<file path="src/rtl/aes_stream_feeder.sv">
// aes_stream_feeder: packs a 32-bit word stream into 128-bit blocks for an AES core and streams the ciphertext back out
module aes_stream_feeder #(
    parameter int CNT_W   = 16,
    parameter int TIMEOUT = 64
) (
    input  logic             clk,
    input  logic             reset,
    input  logic [31:0]      in_data,
    input  logic             in_valid,
    output logic             in_ready,
    input  logic             key_ready,
    output logic [127:0]     core_plaintext,
    output logic             core_start,
    input  logic             core_done,
    input  logic [127:0]     core_ciphertext,
    output logic [31:0]      out_data,
    output logic             out_valid,
    input  logic             out_ready,
    output logic             busy,
    output logic [CNT_W-1:0] block_count,
    output logic             timeout_err
);
    localparam int TW = $clog2(TIMEOUT) + 1;

    typedef enum logic [2:0] {LOAD, START, WAIT, SETTLE, UNLOAD} state_t;

    state_t         state, state_nx;
    logic [1:0]     idx;
    logic [TW-1:0]  timer;
    logic [127:0]   cap;
    logic           in_fire, out_fire, timed_out;

    assign out_data = cap[{~idx, 5'd0} +: 32];

    // state register
    always_ff @(posedge clk or posedge reset) begin
        if (reset) state <= LOAD;
        else       state <= state_nx;
    end

    // next state and handshake/strobe outputs
    always_comb begin
        state_nx   = state;
        in_ready   = 1'b0;
        core_start = 1'b0;
        out_valid  = 1'b0;
        busy       = state != LOAD;
        in_fire    = 1'b0;
        out_fire   = 1'b0;
        timed_out  = 1'b0;
        case (state)
            LOAD: begin
                in_ready = key_ready && !reset;
                in_fire  = in_valid && in_ready;
                state_nx = (in_fire && idx == 2'd3) ? START : LOAD;
            end
            START: begin
                core_start = 1'b1;
                state_nx   = WAIT;
            end
            WAIT: begin
                timed_out = !core_done && timer == TW'(TIMEOUT - 1);
                state_nx  = core_done ? SETTLE : timed_out ? LOAD : WAIT;
            end
            SETTLE: state_nx = UNLOAD;
            UNLOAD: begin
                out_valid = 1'b1;
                out_fire  = out_ready;
                state_nx  = (out_fire && idx == 2'd3) ? LOAD : UNLOAD;
            end
            default: state_nx = LOAD;
        endcase
    end

    // word index, plaintext shifter, wait timer, ciphertext capture and status
    always_ff @(posedge clk or posedge reset) begin
        if (reset) begin
            idx            <= '0;
            timer          <= '0;
            core_plaintext <= '0;
            cap            <= '0;
            block_count    <= '0;
            timeout_err    <= 1'b0;
        end else begin
            case (state)
                LOAD: if (in_fire) begin
                    core_plaintext <= {core_plaintext[95:0], in_data};
                    idx            <= idx + 2'd1;
                end
                START: timer <= '0;
                WAIT: begin
                    timer <= timer + 1'b1;
                    if (timed_out) begin
                        timeout_err <= 1'b1;
                        idx         <= '0;
                    end
                end
                SETTLE: begin
                    cap <= core_ciphertext;
                    idx <= '0;
                end
                UNLOAD: if (out_fire) begin
                    idx <= idx + 2'd1;
                    if (idx == 2'd3) block_count <= block_count + 1'b1;
                end
                default: ;
            endcase
        end
    end
endmodule

</file>
<file path="config.mk">
export PLATFORM = sky130hd
export DESIGN_NAME = aes_stream_feeder
export DESIGN_NICKNAME = d
export VERILOG_FILES = /design/src/rtl/aes_stream_feeder.sv
export SDC_FILE = /design/constraint.sdc
export NUM_CORES = 1
export LEC_CHECK = 0
export ABC_CLOCK_PERIOD_IN_PS = 8600
export BUFFER_PORTS_ARGS = -buffer_cell sky130_fd_sc_hd__clkbuf_2
export CAP_MARGIN = 0
export CORE_MARGIN = 5
export CORE_UTILIZATION = 45
export CTS_BUF_LIST = sky130_fd_sc_hd__clkbuf_8
export DETAILED_ROUTE_END_ITERATION = 12
export PLACE_DENSITY_LB_ADDON = 0.1
export SLEW_MARGIN = 20
export SYNTH_ARGS = -nofsm -noshare
export SYNTH_HDL_FRONTEND = slang
export SYNTH_SLANG_ARGS = --single-unit
export TNS_END_PERCENT = 1
</file>
<file path="constraint.sdc">
create_clock -name clk -period 8.6 [get_ports clk]
set_clock_uncertainty 0.15 [all_clocks]
set_input_delay 0.43 -clock clk [delete_from_list [all_inputs] [get_ports clk]]
set_output_delay 0.43 -clock clk [all_outputs]
set_load 0.02 [all_outputs]
</file>
==> flow_metrics.env <==
export IMPL_vias=8927
export IMPL_cp_slowest_stage_delay_ns=1.07
export IMPL_synth_area_top_cells="dfrtp_1, nand2_1, mux2_2, mux4_2, buf_2"
export IMPL_synth_area_um2=11700
export IMPL_peakVddDrop_mv=0.229
export IMPL_synth_top_area_cell="dfrtp_1"
export IMPL_hold_viol_final=0
export IMPL_syn_area_per_cell_um2=12.0
export IMPL_hold_start="out_ready"
export IMPL_gp_congestion=0.797
export IMPL_layout_drive_gt1_share_pct=38.9
export IMPL_initial_core_util_pct=45.3
export IMPL_setup_tns_final_ns=0
export IMPL_cts_max_level=2
export IMPL_regArea_um2=7130
export IMPL_rsz0062_at_grt="false"
export IMPL_grt_use_total_pct=20.9
export IMPL_drv_slew=0
export IMPL_via_per_inst=4.78
export IMPL_power_leakage_nw=8.37
export IMPL_synth_edff_count=0
export IMPL_ff2ff_path_depth=4
export IMPL_fill_cells=2121
export IMPL_crit_type="reg2out"
export IMPL_run_status="completed"
export IMPL_post_place_ws_ns=5.79
export IMPL_power_per_cell_area_nw_per_um2=360
export IMPL_grt_pass1_vias=9580
export IMPL_ys_flop_type="dfrtp_1"
export IMPL_holdBufCountCts=162
export IMPL_start_kind="flip-flop"
export IMPL_area_growth_pct=38.6
export IMPL_cts_setup_buffers=0
export IMPL_min_period_ns=3.01
export IMPL_ys_types=40
export IMPL_syn_num_nets=1148
export IMPL_whs_ns=0.134
export IMPL_grt_max_degree=157
export IMPL_cp_required_ns=8.02
export IMPL_post_cts_resized=0
export IMPL_reg2reg_slack_ns=5.77
export IMPL_numCtsBuffers=49
export IMPL_clock_sinks=285
export IMPL_r2r_end="cap[45]$_DFFE_PP0P_"
export IMPL_antenna_found_initial=1
export IMPL_critPathCaptureType="output port"
export IMPL_cp_top_family="flip-flops"
export IMPL_yosysWarnings=0
export IMPL_drt_drc_violations_left=0
export IMPL_tightest_slew_ns=1.06
export IMPL_core_area_um2=25800
export IMPL_multi_input_comb_area_um2=4260
export IMPL_final_nets=1661
export IMPL_fp_dieH_um=171
export IMPL_io_buffers=346
export IMPL_cp_arrival_ns=2.43
export IMPL_root_buffer="clkbuf_8"
export IMPL_whs_path_depth=4
export IMPL_max_cap_violations=0
export IMPL_setup_ws_ns=5.59
export IMPL_finalCritPeriodShare_pct=34.9
export IMPL_hold_class="in2reg"
export IMPL_ys_seq_elements=285
export IMPL_synth_top_area_share_pct=60.9
export IMPL_cp_max_fo=34
export IMPL_clock_latency_ns=0.55
export IMPL_crit_slowest_cell="dfrtp_2"
export IMPL_max_slew_margin_rel_pct=29.3
export IMPL_gr_total_overflow=0
export IMPL_ant_nets=0
export IMPL_hold_path_endpoint="state[2]$_DFF_PP0_"
export IMPL_postSynthCellCount=979
export IMPL_tritoncts="yes"
export IMPL_drt_pass1_iterations=4
export IMPL_place_hpwl_mm=19.8
export IMPL_grt_first_pass_wirelength_mm=49.5
export IMPL_drtIter0Drc=444
export IMPL_drt_wl_total_mm=31.0
export IMPL_wl_per_cell_um=16.6
export IMPL_dieArea_um2=29300
export IMPL_ios=347
export IMPL_path_buf_inv=1
export IMPL_row_count=59
export IMPL_die_x_um=171
export IMPL_r2r_start="state[1]$_DFF_PP0_"
export IMPL_fmax_ghz=0.333
export IMPL_cts_buffer_depth=3
export IMPL_setup_violations_final=0
export IMPL_crit_cells=2
export IMPL_crit_chain="mux4_2 > clkbuf_2"
export IMPL_synth_yosys_seq_area_share_pct=60.9
export IMPL_ys_async_sr_fraction_pct=100
export IMPL_clkTransAtPathRegs_ns=0.06
[sequential cells by signal, indices dropped and copies added (netlist names)]
name	cells
block_count	16
core_plaintext	128
state	3
timer	7
cap	128
timeout_err	1
idx	2
[tightest hold or removal path, delay by kind of cell]
family                 cells  cell delay [ns]
and+or+nand+nor            3             0.23
buffers and inverters      1             0.12
[worst max path at each step]
stage                             from                          to  slack, ns
detailed placement  state[1]$_DFF_PP0_         cap[45]$_DFFE_PP0P_       5.79
finish              idx[0]$_DFFE_PP0P_                 out_data[0]       5.59
CTS                 idx[0]$_DFFE_PP0P_                 out_data[0]       5.50
global route        idx[0]$_DFFE_PP0P_                 out_data[0]       5.44
floorplan                        reset  block_count[0]$_DFFE_PP0P_       0.16
global placement    state[1]$_DFF_PP0_         cap[66]$_DFFE_PP0P_       5.79
[stage by stage]
step	std cells	area, µm²	utilization (%)	power, mW
floorplan	979	11700	-	3.84
global placement	1614	13600	52.7	4.59
detailed placement	1614	13600	52.7	4.64
CTS	1863	16200	62.8	5.91
global route	1864	16200	62.8	6.22
finish	1867	16200	62.8	5.84
[cells in the mapped netlist, drive strengths merged (2+ instances only)]
library cell / count
nor2: 4
nand4: 4
buf: 45
inv: 5
o21ai: 5
clkbuf: 7
a21oi: 4
mux2: 130
and4: 2
or3b: 2
nand2: 401
xnor2: 11
mux4: 32
ha: 3
nand3: 9
dfrtp: 285
a22o: 4
nor3b: 2
xor2: 5
nor3: 4
or3: 3
[layout make-up]
cell class / instances / share of cell area, %
Clock inverter: 25 / 0.694
Timing Repair Buffer: 514 / 21.0
Antenna cell: 4 / 0.0617
Multi-Input combinational cell: 637 / 26.2
Sequential cell: 285 / 44.0
Inverter: 5 / 0.162
Tap cell: 335 / 2.58
Clock buffer: 62 / 5.26
[cell usage in the layout, fill, tap and decap left out, types with 2 or more instances in the layout]
| master | count |
|---|---|
| clkbuf_8 | 62 |
| inv_1 | 23 |
| clkinvlp_4 | 2 |
| nand4_1 | 4 |
| xor2_1 | 5 |
| dfrtp_1 | 283 |
| inv_8 | 2 |
| buf_4 | 5 |
| dlygate4sd3_1 | 162 |
| nor3_2 | 2 |
| diode_2 | 4 |
| nor3_1 | 2 |
| nand3_1 | 9 |
| clkinv_2 | 3 |
| mux4_2 | 32 |
| mux2_2 | 129 |
| or3_4 | 2 |
| a21oi_1 | 4 |
| clkbuf_2 | 346 |
| dfrtp_2 | 2 |
| o21ai_0 | 5 |
| ha_1 | 3 |
| nor2_1 | 4 |
| a22o_1 | 4 |
| xnor2_1 | 11 |
| and4_1 | 2 |
| nand2_1 | 400 |
[metal layers]
metal / global-route usage (%) / up-vias / share of wire, % / wire, µm
met3: 6.37 / 59 / 7.5 / 2320
met2: 33.3 / 264 / 48 / 14800
met5: 0 / - / 0 / 0
met1: 27.5 / 4319 / 42 / 13100
li1: - / 4285 / - / -
met4: 6.89 / 0 / 2.7 / 821
[cell families after synthesis]
family | after synthesis | synth area share, %
AO/OA/AOI/OAI | 17 | 0.951
XOR/XNOR | 16 | 1.20
adder cells (fa/ha/maj) | 3 | 0.321
buffers and inverters | 57 | 2.86
flip-flops | 285 | 60.9
multiplexers | 162 | 18.7
AND/OR/NAND/NOR | 439 | 15.1
[power by group]
part	internal, mW	switching, mW	total [mW]
Sequential	1.94	0.428	2.37
Clock	0.646	0.537	1.18
Combinational	1.01	1.27	2.29
Note: power is estimated with default switching activity, not from simulation.
